**src/rtl/seg_scan_reader_if.sv**
```systemverilog
// Bundle for the multiplexed 7-segment display bus and the decoded readback.
// The master drives the display lines; the slave (the reader) returns the decoded frame.
interface seg_scan_reader_if #(
    parameter int NDIG = 4
);
    logic [7:0]        seg_n;
    logic [NDIG-1:0]   dig_n;
    logic [4*NDIG-1:0] digits_out;
    logic [NDIG-1:0]   dp_out;
    logic              frame_valid;
    logic              frame_err;
    logic              bad_pattern;
    logic              sel_err;

    modport master (
        output seg_n, dig_n,
        input  digits_out, dp_out, frame_valid, frame_err, bad_pattern, sel_err
    );

    modport slave (
        input  seg_n, dig_n,
        output digits_out, dp_out, frame_valid, frame_err, bad_pattern, sel_err
    );
endinterface

```
**src/rtl/seg_scan_reader.sv**
```systemverilog
// Reads a multiplexed active-low 7-segment bus back into per-digit 4-bit codes, one frame per scan.
// Define SEG_READER_DP_EN to also capture each digit's decimal point; otherwise dp is ignored.
module seg_scan_reader #(
    parameter int NDIG       = 4,
    parameter int STABLE_CYC = 4
) (
    input  logic             clk,
    input  logic             rst,
    seg_scan_reader_if.slave bus
);
    localparam int            CW      = $clog2(STABLE_CYC + 1);
    localparam logic [CW-1:0] CNT_MAX = CW'(STABLE_CYC);

    typedef enum logic [1:0] {IDLE, SETTLE, CAPTURED} state_e;

    state_e                 state_d, state_q;
    logic [7:0]             seg_d, seg_q;
    logic [NDIG-1:0]        dig_d, dig_q;
    logic [CW-1:0]          cnt_d, cnt_q;
    logic [NDIG-1:0][3:0]   slot_d, slot_q, digits_q;
    logic [NDIG-1:0]        seen_d, seen_q, wr_mask;
    logic                   acc_d, acc_q, ferr_q, fv_q, bad_d, bad_q, sel_d, sel_q;
    logic                   blank_nxt, chg, capture, onehot, frame_done;
    logic [4:0]             dec;

    // {recognised, code}; unrecognised patterns read back as blank.
    function automatic logic [4:0] decode(input logic [6:0] p);
        case (p)
            7'b0000001: decode = {1'b1, 4'h0};
            7'b1001111: decode = {1'b1, 4'h1};
            7'b0010010: decode = {1'b1, 4'h2};
            7'b0000110: decode = {1'b1, 4'h3};
            7'b1001100: decode = {1'b1, 4'h4};
            7'b0100100: decode = {1'b1, 4'h5};
            7'b0100000: decode = {1'b1, 4'h6};
            7'b0001111: decode = {1'b1, 4'h7};
            7'b0000000: decode = {1'b1, 4'h8};
            7'b0000100: decode = {1'b1, 4'h9};
            7'b1111111: decode = {1'b1, 4'hA};
            7'b1111110: decode = {1'b1, 4'hB};
            7'b0110001: decode = {1'b1, 4'hC};
            7'b1000010: decode = {1'b1, 4'hD};
            7'b0110000: decode = {1'b1, 4'hE};
            7'b0111000: decode = {1'b1, 4'hF};
            default:    decode = {1'b0, 4'hA};
        endcase
    endfunction

`ifdef SEG_READER_DP_EN
    assign seg_d = bus.seg_n;
`else
    // dp line is forced inactive so it never disturbs the stability compare.
    assign seg_d = {bus.seg_n[7:1], 1'b1};
`endif
    assign dig_d = bus.dig_n;

    // cnt_q counts how many consecutive registered samples matched their predecessor.
    assign blank_nxt = &dig_d;
    assign chg       = {seg_d, dig_d} != {seg_q, dig_q};

    always_comb begin
        cnt_d = cnt_q;
        if (blank_nxt || chg)
            cnt_d = '0;
        else if (cnt_q != CNT_MAX)
            cnt_d = cnt_q + 1'b1;
    end

    always_comb begin
        state_d = state_q;
        capture = 1'b0;
        case (state_q)
            IDLE: begin
                if (!blank_nxt) state_d = SETTLE;
            end
            SETTLE: begin
                if (blank_nxt) begin
                    state_d = IDLE;
                end else if (!chg && cnt_d == CNT_MAX) begin
                    state_d = CAPTURED;
                    capture = 1'b1;
                end
            end
            CAPTURED: begin
                if (blank_nxt)  state_d = IDLE;
                else if (chg)   state_d = SETTLE;
            end
            default: state_d = IDLE;
        endcase
    end

    always_comb begin
        onehot     = $onehot(~dig_q);
        dec        = decode(seg_q[7:1]);
        wr_mask    = (capture && onehot) ? ~dig_q : '0;
        sel_d      = capture && !onehot;
        bad_d      = capture && onehot && !dec[4];
        seen_d     = seen_q | wr_mask;
        acc_d      = acc_q | bad_d;
        frame_done = &seen_d;
        slot_d     = slot_q;
        for (int i = 0; i < NDIG; i++)
            if (wr_mask[i]) slot_d[i] = dec[3:0];
    end

    always_ff @(posedge clk) begin
        if (rst) begin
            state_q  <= IDLE;
            seg_q    <= '1;
            dig_q    <= '1;
            cnt_q    <= '0;
            slot_q   <= '0;
            seen_q   <= '0;
            acc_q    <= 1'b0;
            digits_q <= '0;
            ferr_q   <= 1'b0;
            fv_q     <= 1'b0;
            bad_q    <= 1'b0;
            sel_q    <= 1'b0;
        end else begin
            state_q <= state_d;
            seg_q   <= seg_d;
            dig_q   <= dig_d;
            cnt_q   <= cnt_d;
            slot_q  <= slot_d;
            fv_q    <= frame_done;
            bad_q   <= bad_d;
            sel_q   <= sel_d;
            if (frame_done) begin
                digits_q <= slot_d;
                ferr_q   <= acc_d;
                seen_q   <= '0;
                acc_q    <= 1'b0;
            end else begin
                seen_q   <= seen_d;
                acc_q    <= acc_d;
            end
        end
    end

`ifdef SEG_READER_DP_EN
    logic [NDIG-1:0] dps_d, dps_q, dp_q;

    always_comb begin
        dps_d = dps_q;
        for (int i = 0; i < NDIG; i++)
            if (wr_mask[i]) dps_d[i] = ~seg_q[0];
    end

    always_ff @(posedge clk) begin
        if (rst) begin
            dps_q <= '0;
            dp_q  <= '0;
        end else begin
            dps_q <= dps_d;
            if (frame_done) dp_q <= dps_d;
        end
    end

    assign bus.dp_out = dp_q;
`else
    assign bus.dp_out = '0;
`endif

    assign bus.digits_out  = digits_q;
    assign bus.frame_valid = fv_q;
    assign bus.frame_err   = ferr_q;
    assign bus.bad_pattern = bad_q;
    assign bus.sel_err     = sel_q;
endmodule

```
**src/flat_wrapper.sv**
```systemverilog
// flat-port wrapper written by rule: the top's interface ports become plain ports
module seg_scan_reader_flat 
#(
    parameter int NDIG       = 4,
    parameter int STABLE_CYC = 4
)
  (clk, rst, bus_seg_n, bus_dig_n, bus_digits_out, bus_dp_out, bus_frame_valid, bus_frame_err, bus_bad_pattern, bus_sel_err);
  seg_scan_reader_if #(.NDIG(NDIG)) bus_i ();
  input  logic clk;
  input  logic rst;
  input wire logic [$bits(bus_i.seg_n)-1:0] bus_seg_n;
  input wire logic [$bits(bus_i.dig_n)-1:0] bus_dig_n;
  output wire logic [$bits(bus_i.digits_out)-1:0] bus_digits_out;
  output wire logic [$bits(bus_i.dp_out)-1:0] bus_dp_out;
  output wire logic [$bits(bus_i.frame_valid)-1:0] bus_frame_valid;
  output wire logic [$bits(bus_i.frame_err)-1:0] bus_frame_err;
  output wire logic [$bits(bus_i.bad_pattern)-1:0] bus_bad_pattern;
  output wire logic [$bits(bus_i.sel_err)-1:0] bus_sel_err;
  assign bus_i.seg_n = bus_seg_n;
  assign bus_i.dig_n = bus_dig_n;
  assign bus_digits_out = bus_i.digits_out;
  assign bus_dp_out = bus_i.dp_out;
  assign bus_frame_valid = bus_i.frame_valid;
  assign bus_frame_err = bus_i.frame_err;
  assign bus_bad_pattern = bus_i.bad_pattern;
  assign bus_sel_err = bus_i.sel_err;
  seg_scan_reader #(.NDIG(NDIG), .STABLE_CYC(STABLE_CYC)) u_core (.clk(clk), .rst(rst), .bus(bus_i));
endmodule
```
**config.mk**
```make
export PLATFORM = sky130hd
export DESIGN_NAME = seg_scan_reader_flat
export DESIGN_NICKNAME = d
export VERILOG_FILES = /design/src/rtl/seg_scan_reader_if.sv /design/src/rtl/seg_scan_reader.sv /design/src/flat_wrapper.sv
export SDC_FILE = /design/constraint.sdc
export NUM_CORES = 1
export LEC_CHECK = 0
export CORE_MARGIN = 5
export CORE_UTILIZATION = 30
export DETAILED_ROUTE_END_ITERATION = 7
export HOLD_SLACK_MARGIN = 0.12
export SLEW_MARGIN = 25
export SYNTH_ARGS = -nofsm -noshare
export SYNTH_HDL_FRONTEND = slang
export SYNTH_SLANG_ARGS = --single-unit
```
**constraint.sdc**
```tcl
create_clock -name clk -period 5.2 [get_ports clk]
set_input_delay 1.04 -clock clk [delete_from_list [all_inputs] [get_ports clk]]
set_output_delay 1.04 -clock clk [all_outputs]
set_load 0.01 [all_outputs]
```
==> results of run 1 <==
final cells by class:
type,instances,area (um2)
clock buffer,9,124
clock inverter,7,125
fill,958,5780
inverter,10,37.5
multi-input combinational,227,1570
sequential,57,1140
tap,129,161
timing repair buffer,35,340
flip-flops by register name, summed over array words and instances, names as in the netlist, 2 cells and up:
register and count:
u_core.dig_q 4, u_core.slot_q 16, u_core.cnt_q 3, u_core.bus.digits_out 16
u_core.seen_q 4, u_core.state_q 2, u_core.seg_q 7
cell families (layout without fill, tap and decap cells):
| group | after synthesis | in the layout | synth area share [%] |
|---|---|---|---|
| fa+ha+maj | 6 | 6 | 2.89 |
| flops | 57 | 57 | 39.9 |
| other cells | 1 | 4 | 0.131 |
| simple gates | 133 | 133 | 26.9 |
| xor+xnor | 11 | 11 | 3.37 |
| mux | 13 | 13 | 4.59 |
| buf+inv | 36 | 61 | 5.56 |
| compound gates | 60 | 60 | 16.7 |
worst reg2reg max path: cells and delay by family, from the launching register on:
family	cells	cell delay [ns]
flip-flops	1	0.42
adder cells (fa/ha/maj)	3	0.94
AND/OR/NAND/NOR	3	2.01
AO/OA/AOI/OAI	1	0.36
multiplexers	1	0.40
buffers and inverters	1	0.07
through the flow:
step | total power, mW | area, um2 | hold WS, ns | std cells
after floorplan | 0.507 | 2870 | 0.461 | 320
after global placement | 0.522 | 3250 | 0.478 | 458
after detailed placement | 0.524 | 3250 | 0.485 | 458
after CTS | 1.04 | 3500 | 0.504 | 474
after global routing | 1.07 | 3500 | 0.517 | 474
final | 1.03 | 3500 | 0.498 | 474
worst paths after layout:
kind / endpoint / cells past startpoint / startpoint / slack, ns
worst max-delay path: u_core.bus.frame_err$_SDFFE_PP0P_ / 9 / u_core.dig_q[2]$_SDFF_PP1_ / 0.90
worst max register to register: u_core.bus.frame_err$_SDFFE_PP0P_ / 9 / u_core.dig_q[2]$_SDFF_PP1_ / 0.90
worst min-delay path: u_core.slot_q[4]$_SDFF_PP0_ / 2 / u_core.slot_q[4]$_SDFF_PP0_ / 0.50
worst min register to register: u_core.slot_q[4]$_SDFF_PP0_ / 2 / u_core.slot_q[4]$_SDFF_PP0_ / 0.50
where the power goes:
group	internal [mW]	switching (mW)	leakage (nW)
sequential	0.441	0.0123	0.463
clock	0.323	0.192	0.124
combinational	0.0288	0.0322	0.701
total	0.793	0.237	1.29
metal layers:
layer	global-route usage [%]	share of wire, %
met4	4.96	1.6
met1	15.0	46
met5	0	0
met2	20.8	49
met3	3.36	3.8
layout by cell type, fill, tap and decap left out, types with 6 or more instances in the layout:
cell                              count
sky130_fd_sc_hd__nand2b_1             7
sky130_fd_sc_hd__nand2_1              6
sky130_fd_sc_hd__dfxtp_1             57
sky130_fd_sc_hd__nor2_1              31
sky130_fd_sc_hd__xnor2_1             11
sky130_fd_sc_hd__mux2i_1             12
sky130_fd_sc_hd__inv_1               10
sky130_fd_sc_hd__clkbuf_8             9
sky130_fd_sc_hd__o41ai_1             16
sky130_fd_sc_hd__o31ai_1             14
sky130_fd_sc_hd__nor2b_1             18
sky130_fd_sc_hd__a21oi_1             11
sky130_fd_sc_hd__or2_2               15
sky130_fd_sc_hd__nor3_1              16
sky130_fd_sc_hd__clkdlybuf4s50_1     31
==> results_tabular.tex, run 1 <==
\begin{tabular}{lr}
\hline
Metric & Value \\
\hline
\multicolumn{2}{l}{\textbf{Yosys}} \\
Async set or reset register ratio after synthesis & 0\% \\
Number of library cell types mapped by synthesis & 52 \\
Area share of the largest cell type after synthesis & 39.9\% \\
Leading cell types by total area after synthesis & sky130\_fd\_sc\_hd\_\_dfxtp\_1, sky130\_fd\_sc\_hd\_\_o41ai\_1, sky130\_fd\_sc\_hd\_\_mux2i\_1, sky130\_fd\_sc\_hd\_\_nor2\_1, sky130\_fd\_sc\_hd\_\_nor2b\_1 \\
Number of warnings printed during yosys synthesis & 0 \\
Avg Synthesized Cell Area & 9.02 um2 \\
Number of flip-flops and latches in the synthesized netlist & 57 \\
Largest area contributor in the synthesized netlist & sky130\_fd\_sc\_hd\_\_dfxtp\_1 \\
Post-synth EDFFs & 0 \\
Sequential share of the synthesized area & 39.9\% \\
Cell with the most instances after synthesis & sky130\_fd\_sc\_hd\_\_dfxtp\_1 \\
Most instantiated cells after synthesis & sky130\_fd\_sc\_hd\_\_dfxtp\_1, sky130\_fd\_sc\_hd\_\_nor2\_1, sky130\_fd\_sc\_hd\_\_clkbuf\_1, sky130\_fd\_sc\_hd\_\_nor2b\_1 \\
Summed instance area of the synthesized netlist & 2860 um2 \\
Most instantiated flip-flop cell in the synthesis netlist & sky130\_fd\_sc\_hd\_\_dfxtp\_1 \\
Cell count after synthesis & 317 \\
\multicolumn{2}{l}{\textbf{Clock tree}} \\
Number of buffers added for setup after CTS & 0 \\
Number of buffers added to fix hold violations after cts & 0 \\
Deepest clock path buffer count & 2 \\
Clock buffers created by TritonCTS & 9 \\
Clock tree from TritonCTS & built \\
H-tree level count & 3 \\
Number of gates resized after cts & 0 \\
Clock Latency Late Sink & 0.34 ns \\
Clock transition time at the flip-flop clock pins of the worst setup and hold paths & 0.08 ns \\
Count of clock tree sinks & 57 \\
Clock root cell & sky130\_fd\_sc\_hd\_\_clkbuf\_8 \\
\multicolumn{2}{l}{\textbf{Finish}} \\
Diodes inserted & 0 \\
Final Core Density & 37.7\% \\
Signed area change from the synthesized netlist to the final layout & 22.4\% \\
Layout cell share with drive strength beyond 1 & 13.3\% \\
Total Nets Final & 360 \\
\multicolumn{2}{l}{\textbf{Setup path}} \\
Setup crit start kind & flop \\
Slowest cell delay on critical path & 0.96 ns \\
Ordered cell list for the critical path & inv\_1 -> ha\_1 -> ha\_1 -> fa\_1 -> or3b\_1 -> nor3\_1 -> a21oi\_2 -> or4\_1 -> mux2\_2 \\
Data arrival time of the critical path & 4.52 ns \\
Largest driver fanout on the critical path & 19 \\
Slowest stage cell, crit path & sky130\_fd\_sc\_hd\_\_or4\_1 \\
Number of buffers and inverters on the critical path & 1 \\
Required time of the critical path & 5.42 ns \\
Category of the most critical setup path & reg2reg \\
Critical Path Sink Type & flop \\
Cell seen most often among critical-path stages & sky130\_fd\_sc\_hd\_\_ha\_1 \\
Cell type group with the largest total delay on the critical path & simple AND/OR/NAND/NOR gates \\
\multicolumn{2}{l}{\textbf{Floorplanning}} \\
Initial standard-cell utilization of the core & 30.8\% \\
Floorplan core area & 9280 um2 \\
Row count & 35 \\
I/O pin total & 38 \\
Die outline height & 108 um \\
Die span in x & 108 um \\
Die area & 11600 um2 \\
\multicolumn{2}{l}{\textbf{STA}} \\
Actual transition at the worst max-transition pin & 0.934 ns \\
Max Clock Skew & 0.0121 ns \\
Normalized max-slew margin & 37.7\% \\
Highest attainable clock frequency & 233 MHz \\
Setup repair after global routing missed its margin & no \\
Final period utilization & 82.7\% \\
Final worst-path setup slack & 0.900 ns \\
Max-slew violation total from the final report & 0 \\
Final setup violation count & 0 \\
Final-layout setup total negative slack & 0 ns \\
Hold violation total from the final report & 0 \\
Shortest clock period the worst path allows after layout & 4.30 ns \\
\multicolumn{2}{l}{\textbf{Drt}} \\
Average vias per placed instance & 4.99 \\
Vias after detailed routing & 2364 \\
Number of DRC markers in iteration 0 & 147 \\
DRC violation count after routing & 0 \\
Antenna-violating nets left & 0 \\
Router iterations before antenna repair & 4 \\
WL per Instance & 14.4 um \\
Detailed Route WL & 6820 um \\
\multicolumn{2}{l}{\textbf{Global route}} \\
Via count of the first global-routing pass & 2285 \\
Number of antenna violations at the first check in global routing & 0 \\
Global-route congestion overflow total & 0 \\
Maximum number of pins on one net before global-route repair & 67 \\
First-pass GRT wire length & 11500 um \\
Total GRT Usage & 12.4\% \\
\multicolumn{2}{l}{\textbf{Placement}} \\
Final HPWL DP & 4600 um \\
Placer Congestion & 0.794 \\
Total of buffers placed on input and output ports & 32 \\
Worst slack at placement & 0.887 ns \\
\multicolumn{2}{l}{\textbf{Hold path}} \\
Class of the worst hold path & reg2reg \\
\multicolumn{2}{l}{\textbf{Pwr}} \\
Peak supply drop & 0.143 mV \\
Areal power density over the cells & 294 nW/um2 \\
Leakage power of the design & 1.29 nW \\
\multicolumn{2}{l}{\textbf{Job}} \\
Max\_cap viols & 0 \\
\multicolumn{2}{l}{\textbf{Status}} \\
Outcome & complete, no violations \\
\hline
\end{tabular}
(Power assumes the default switching activity.)
==> run 2: changes to the inputs <==
==> constraint.sdc (replaced) <==
create_clock -name clk -period 3.86 [get_ports clk]
set_input_delay 0.772 -clock clk [delete_from_list [all_inputs] [get_ports clk]]
set_output_delay 0.772 -clock clk [all_outputs]
set_load 0.01 [all_outputs]
==> results_tabular.tex, run 2 (synthesized netlist as in run 1, its figures left out) <==
\begin{tabular}{lr}
\hline
Metric & Value \\
\hline
\multicolumn{2}{l}{\textbf{Global route}} \\
Maximum number of pins on one net before global-route repair & 29 (-57\%) \\
First-pass GRT wire length & 11600 um (+1.3\%) \\
Total GRT Usage & 12.8\% (+0.35 points) \\
Via count of the first global-routing pass & 2376 (+4.0\%) \\
Global-route congestion overflow total & 0 (unchanged) \\
Number of antenna violations at the first check in global routing & 0 (unchanged) \\
\multicolumn{2}{l}{\textbf{STA}} \\
Final setup violation count & 0 (unchanged) \\
Max Clock Skew & 0.0117 ns (-0.000447 ns) \\
Shortest clock period the worst path allows after layout & 3.50 ns (-0.801 ns) \\
Hold violation total from the final report & 0 (unchanged) \\
Setup repair after global routing missed its margin & no \\
Normalized max-slew margin & 57.2\% (+19 points) \\
Max-slew violation total from the final report & 0 (unchanged) \\
Final-layout setup total negative slack & 0 ns (unchanged) \\
Highest attainable clock frequency & 286 MHz (+23\%) \\
Actual transition at the worst max-transition pin & 0.632 ns (-0.302 ns) \\
Final period utilization & 90.7\% (+8.0 points) \\
\multicolumn{2}{l}{\textbf{Setup path}} \\
Required time of the critical path & 4.12 ns (-1.30 ns) \\
Largest driver fanout on the critical path & 12 (-7) \\
Critical Path Sink Type & flop \\
Setup crit start kind & flop \\
Category of the most critical setup path & reg2reg \\
Data arrival time of the critical path & 3.76 ns (-0.76 ns) \\
\multicolumn{2}{l}{\textbf{Clock tree}} \\
Number of gates resized after cts & 0 (unchanged) \\
Clock transition time at the flip-flop clock pins of the worst setup and hold paths & 0.08 ns (about the same) \\
Clock buffers created by TritonCTS & 9 (unchanged) \\
Clock tree from TritonCTS & built \\
Clock Latency Late Sink & 0.35 ns (about the same) \\
Count of clock tree sinks & 57 (unchanged) \\
Number of buffers added for setup after CTS & 0 (unchanged) \\
Number of buffers added to fix hold violations after cts & 0 (unchanged) \\
Clock root cell & sky130\_fd\_sc\_hd\_\_clkbuf\_8 \\
H-tree level count & 3 (unchanged) \\
Deepest clock path buffer count & 2 (unchanged) \\
\multicolumn{2}{l}{\textbf{Drt}} \\
WL per Instance & 14.1 um (-1.9\%) \\
Number of DRC markers in iteration 0 & 128 (-13\%) \\
Average vias per placed instance & 4.94 (-0.99\%) \\
Vias after detailed routing & 2390 (+1.1\%) \\
Detailed Route WL & 6830 um (+0.22\%) \\
Router iterations before antenna repair & 4 (unchanged) \\
DRC violation count after routing & 0 (unchanged) \\
Antenna-violating nets left & 0 (unchanged) \\
\multicolumn{2}{l}{\textbf{Placement}} \\
Cell count after placement & 468 (+2.2\%) \\
Total of buffers placed on input and output ports & 32 (unchanged) \\
Placer Congestion & 0.739 (-6.9\%) \\
Final HPWL DP & 4710 um (+2.3\%) \\
Placement-stage cell area & 3360 um2 (+3.5\%) \\
\multicolumn{2}{l}{\textbf{Finish}} \\
Diodes inserted & 0 (unchanged) \\
Signed area change from the synthesized netlist to the final layout & 25.5\% \\
Final cell count without fillers & 484 (+2.1\%) \\
Total Nets Final & 370 (+2.8\%) \\
Layout cell share with drive strength beyond 1 & 15.8\% (+2.4 points) \\
Area of all placed cells without fillers & 3590 um2 (+2.6\%) \\
Leading cell type in the layout, fill and taps excluded & sky130\_fd\_sc\_hd\_\_dfxtp\_1 \\
Top library cells by usage in the layout, fill and taps aside & sky130\_fd\_sc\_hd\_\_dfxtp\_1, sky130\_fd\_sc\_hd\_\_nor2\_1, sky130\_fd\_sc\_hd\_\_clkdlybuf4s50\_1 \\
\multicolumn{2}{l}{\textbf{Pwr}} \\
Areal power density over the cells & 373 nW/um2 (+27\%) \\
Peak supply drop & 0.129 mV (-10\%) \\
Leakage power of the design & 1.34 nW (+3.8\%) \\
\multicolumn{2}{l}{\textbf{Floorplanning}} \\
I/O pin total & 38 (unchanged) \\
Floorplan core area & 9280 um2 (unchanged) \\
Die area & 11600 um2 (unchanged) \\
Row count & 35 (unchanged) \\
Die span in x & 108 um (unchanged) \\
Die outline height & 108 um (unchanged) \\
Initial standard-cell utilization of the core & 30.8\% (unchanged) \\
\multicolumn{2}{l}{\textbf{Hold path}} \\
Class of the worst hold path & reg2reg \\
\multicolumn{2}{l}{\textbf{Job}} \\
Max\_cap viols & 0 (unchanged) \\
\multicolumn{2}{l}{\textbf{Status}} \\
Outcome & complete, no violations \\
\hline
\end{tabular}
## run 2: report_power, final
part	leakage, nW	internal [mW]	switching, mW
sequential	0.463	0.595	0.0161
combinational	0.764	0.0439	0.0440
clock	0.110	0.370	0.270
total	1.34	1.01	0.330
## run 2: final timing paths
check / end / startpoint / depth (start not counted) / slack (ns)
max: u_core.bus.digits_out[6]$_SDFFE_PP0P_ / u_core.dig_q[2]$_SDFF_PP1_ / 10 / 0.36
min: u_core.slot_q[8]$_SDFF_PP0_ / u_core.slot_q[8]$_SDFF_PP0_ / 2 / 0.50
max reg2reg: u_core.bus.digits_out[6]$_SDFFE_PP0P_ / u_core.dig_q[2]$_SDFF_PP1_ / 10 / 0.36
min reg2reg: u_core.slot_q[8]$_SDFF_PP0_ / u_core.slot_q[8]$_SDFF_PP0_ / 2 / 0.50
## run 2: final cells by class
| cell class | instances | area [um2] |
|---|---|---|
| clock inverter | 7 | 103 |
| timing repair buffer | 45 | 453 |
| multi-input combinational | 227 | 1570 |
| clock buffer | 9 | 124 |
| fill | 948 | 5690 |
| inverter | 10 | 37.5 |
| sequential | 57 | 1140 |
| tap | 129 | 161 |
## run 2: metal layers
layer  track usage, %  vias to the layer above  part of all wire [%]
li1                 -                     1205                     -
met1             15.4                     1145                    44
met2             21.4                       30                    50
met3             3.66                       10                   4.4
met4             4.87                        0                   1.5
met5                0                        -                     0
## run 2: worst max-delay path, stage by stage (launching register included)
cell and delay (ns):
sky130_fd_sc_hd__dfxtp_1 0.42, sky130_fd_sc_hd__inv_1 0.07, sky130_fd_sc_hd__ha_1 0.29, sky130_fd_sc_hd__ha_1 0.21, sky130_fd_sc_hd__fa_1 0.43, sky130_fd_sc_hd__or3b_1 0.50
sky130_fd_sc_hd__nor3_1 0.44, sky130_fd_sc_hd__a21oi_1 0.15, sky130_fd_sc_hd__or4_1 0.43, sky130_fd_sc_hd__buf_4 0.22, sky130_fd_sc_hd__o31ai_1 0.26
## run 2: per-stage QoR
step,total power [mW],util [%],worst slack [ns],hold WS (ns)
2_1_floorplan,0.683,-,0.444,0.461
3_3_place_gp,0.703,35.6,0.446,0.482
3_5_place_dp,0.712,36.2,0.399,0.489
4_1_cts,1.36,38.7,0.364,0.506
5_1_grt,1.40,38.7,0.144,0.527
6_report,1.34,38.7,0.361,0.496
==> run 3: changes to the inputs <==
--- a/config.mk
+++ b/config.mk
@@ -5,7 +5,6 @@
 export SDC_FILE = /design/constraint.sdc
 export NUM_CORES = 1
 export LEC_CHECK = 0
-export CORE_MARGIN = 5
 export CORE_UTILIZATION = 30
 export DETAILED_ROUTE_END_ITERATION = 7
 export HOLD_SLACK_MARGIN = 0.12
==> results_tabular.tex, run 3 (synthesized netlist as in run 1, its figures left out) <==
\begin{tabular}{lr}
\hline
Metric & Value \\
\hline
\multicolumn{2}{l}{\textbf{Pwr}} \\
Clock network fraction of design power & 44.5\% (-3.3 points) \\
Leakage power of the design & 1.30 nW (-2.9\%) \\
Part of the total power dissipated in combinational logic & 6.7\% (about the same) \\
Fraction of power consumed by sequential logic & 48.8\% (+3.2 points) \\
Switching Power & 319 uW (-3.3\%) \\
Total chip power & 1.25 mW (-6.3\%) \\
Peak supply drop & 0.217 mV (+69\%) \\
Net switching fraction of the power & 25.5\% (+0.79 points) \\
Pint & 934 uW (-7.3\%) \\
Areal power density over the cells & 357 nW/um2 (-4.2\%) \\
\multicolumn{2}{l}{\textbf{Setup path}} \\
Required time of the critical path & 4.09 ns (-0.03 ns) \\
Critical Path Sink Type & flop \\
Data arrival time of the critical path & 3.82 ns (+0.06 ns) \\
Category of the most critical setup path & reg2reg \\
Setup crit start kind & flop \\
Largest driver fanout on the critical path & 8 (-4) \\
\multicolumn{2}{l}{\textbf{STA}} \\
WHS & 0.502 ns (+0.00668 ns) \\
Max-slew violation total from the final report & 0 (unchanged) \\
Highest attainable clock frequency & 279 MHz (-2.4\%) \\
Setup repair after global routing missed its margin & no \\
Final period utilization & 92.9\% (+2.2 points) \\
Final setup violation count & 0 (unchanged) \\
Hold violation total from the final report & 0 (unchanged) \\
Normalized max-slew margin & 47.0\% (-10 points) \\
Max Clock Skew & 0.00977 ns (-0.00189 ns) \\
Shortest clock period the worst path allows after layout & 3.59 ns (+0.0867 ns) \\
Final-layout setup total negative slack & 0 ns (unchanged) \\
Actual transition at the worst max-transition pin & 0.793 ns (+0.161 ns) \\
\multicolumn{2}{l}{\textbf{Finish}} \\
Multi-input combinational cell area & 1570 um2 (unchanged) \\
Final Core Density & 38.0\% (-0.67 points) \\
Area occupied by registers & 1140 um2 (unchanged) \\
Filler cell count & 955 (+0.74\%) \\
Leading cell type in the layout, fill and taps excluded & sky130\_fd\_sc\_hd\_\_dfxtp\_1 \\
Final cell count without fillers & 483 (-0.21\%) \\
Top library cells by usage in the layout, fill and taps aside & sky130\_fd\_sc\_hd\_\_dfxtp\_1, sky130\_fd\_sc\_hd\_\_nor2\_1, sky130\_fd\_sc\_hd\_\_clkdlybuf4s50\_1 \\
Layout cell share with drive strength beyond 1 & 15.3\% (-0.52 points) \\
Total Nets Final & 369 (-0.27\%) \\
Diodes inserted & 0 (unchanged) \\
Signed area change from the synthesized netlist to the final layout & 22.8\% \\
\multicolumn{2}{l}{\textbf{Hold path}} \\
Class of the worst hold path & reg2reg \\
\multicolumn{2}{l}{\textbf{Clock tree}} \\
Count of clock tree sinks & 57 (unchanged) \\
Clock root cell & sky130\_fd\_sc\_hd\_\_clkbuf\_8 \\
Clock Latency Late Sink & 0.34 ns (about the same) \\
Number of buffers added to fix hold violations after cts & 0 (unchanged) \\
Deepest clock path buffer count & 2 (unchanged) \\
Number of buffers added for setup after CTS & 0 (unchanged) \\
Clock buffers created by TritonCTS & 9 (unchanged) \\
Clock tree from TritonCTS & built \\
H-tree level count & 3 (unchanged) \\
Clock transition time at the flip-flop clock pins of the worst setup and hold paths & 0.07 ns (about the same) \\
Number of gates resized after cts & 0 (unchanged) \\
\multicolumn{2}{l}{\textbf{Placement}} \\
Total of buffers placed on input and output ports & 32 (unchanged) \\
Final HPWL DP & 4610 um (-2.2\%) \\
Cell count after placement & 467 (-0.21\%) \\
Placer Congestion & 0.784 (+6.1\%) \\
\multicolumn{2}{l}{\textbf{Global route}} \\
Global-route congestion overflow total & 0 (unchanged) \\
Total GRT Usage & 15.0\% (+2.2 points) \\
Via count of the first global-routing pass & 2364 (-0.51\%) \\
First-pass GRT wire length & 11600 um (-0.12\%) \\
Number of antenna violations at the first check in global routing & 0 (unchanged) \\
Maximum number of pins on one net before global-route repair & 38 (+31\%) \\
\multicolumn{2}{l}{\textbf{Drt}} \\
Amount of wire on met2 after detailed routing & 3120 um (-8.0\%) \\
Routed metal-1 wirelength & 3360 um (+10\%) \\
Detailed Route WL & 6870 um (+0.59\%) \\
Antenna-violating nets left & 0 (unchanged) \\
WL per Instance & 14.2 um (+0.79\%) \\
Average vias per placed instance & 5.03 (+1.8\%) \\
Router iterations before antenna repair & 4 (unchanged) \\
Vias after detailed routing & 2428 (+1.6\%) \\
Highest metal used & met4 \\
DRC violation count after routing & 0 (unchanged) \\
Met3 wire len & 269 um (-9.7\%) \\
Number of DRC markers in iteration 0 & 58 (-55\%) \\
\multicolumn{2}{l}{\textbf{Floorplanning}} \\
Row count & 35 (unchanged) \\
Die span in x & 99.6 um (-7.4\%) \\
Die area & 9930 um2 (-14\%) \\
Die outline height & 99.6 um (-7.4\%) \\
Initial standard-cell utilization of the core & 31.0\% (+0.15 points) \\
I/O pin total & 38 (unchanged) \\
Floorplan core area & 9240 um2 (-0.47\%) \\
\multicolumn{2}{l}{\textbf{Status}} \\
Outcome & complete, no violations \\
\multicolumn{2}{l}{\textbf{Job}} \\
Max\_cap viols & 0 (unchanged) \\
\hline
\end{tabular}
run 3: power groups by stage:
stage	combinational, mW	sequential [mW]	clock, mW
global route	0.0943	0.613	0.596
global placement	0.0822	0.624	0
detailed placement	0.0839	0.624	0
floorplan	0.0695	0.613	0
CTS	0.0845	0.611	0.574
finish	0.0837	0.612	0.558
run 3: path summary, 6_finish.rpt:
kind,slack [ns],start,cells past startpoint,to
setup reg to reg,0.27,u_core.dig_q[2]$_SDFF_PP1_,10,u_core.bus.frame_err$_SDFFE_PP0P_
hold / removal,0.50,u_core.slot_q[7]$_SDFF_PP0_,2,u_core.slot_q[7]$_SDFF_PP0_
hold reg to reg,0.50,u_core.slot_q[7]$_SDFF_PP0_,2,u_core.slot_q[7]$_SDFF_PP0_
setup / recovery,0.27,u_core.dig_q[2]$_SDFF_PP1_,10,u_core.bus.frame_err$_SDFFE_PP0P_
run 3: metal layers:
layer / vias up / global-route usage, %
met4: 0 / 6.00
met2: 49 / 23.8
li1: 1209 / -
met5: - / 0
met1: 1158 / 19.3
met3: 12 / 4.01
run 3: worst max-delay path, stage by stage (launching register included):
cell,delay (ns)
sky130_fd_sc_hd__dfxtp_1,0.43
sky130_fd_sc_hd__inv_1,0.07
sky130_fd_sc_hd__ha_1,0.29
sky130_fd_sc_hd__ha_1,0.21
sky130_fd_sc_hd__fa_1,0.43
sky130_fd_sc_hd__or3b_1,0.50
sky130_fd_sc_hd__nor3_1,0.43
sky130_fd_sc_hd__a21oi_2,0.11
sky130_fd_sc_hd__or4_1,0.56
sky130_fd_sc_hd__buf_4,0.19
sky130_fd_sc_hd__mux2_2,0.26
run 3: per-stage QoR:
step	instance area (um2)	setup WS [ns]
2_1_floorplan	2870	0.444
3_3_place_gp	3320	0.300
3_5_place_dp	3320	0.291
4_1_cts	3510	0.275
5_1_grt	3510	0.0175
6_report	3510	0.274
run 3: cell type report:
| cell class | count | area share [%] |
|---|---|---|
| Timing Repair Buffer | 44 | 11.5 |
| Sequential cell | 57 | 32.5 |
| Multi-Input combinational cell | 227 | 44.7 |
| Clock inverter | 6 | 1.92 |
| Inverter | 10 | 1.07 |
| Tap cell | 129 | 4.60 |
| Clock buffer | 10 | 3.63 |
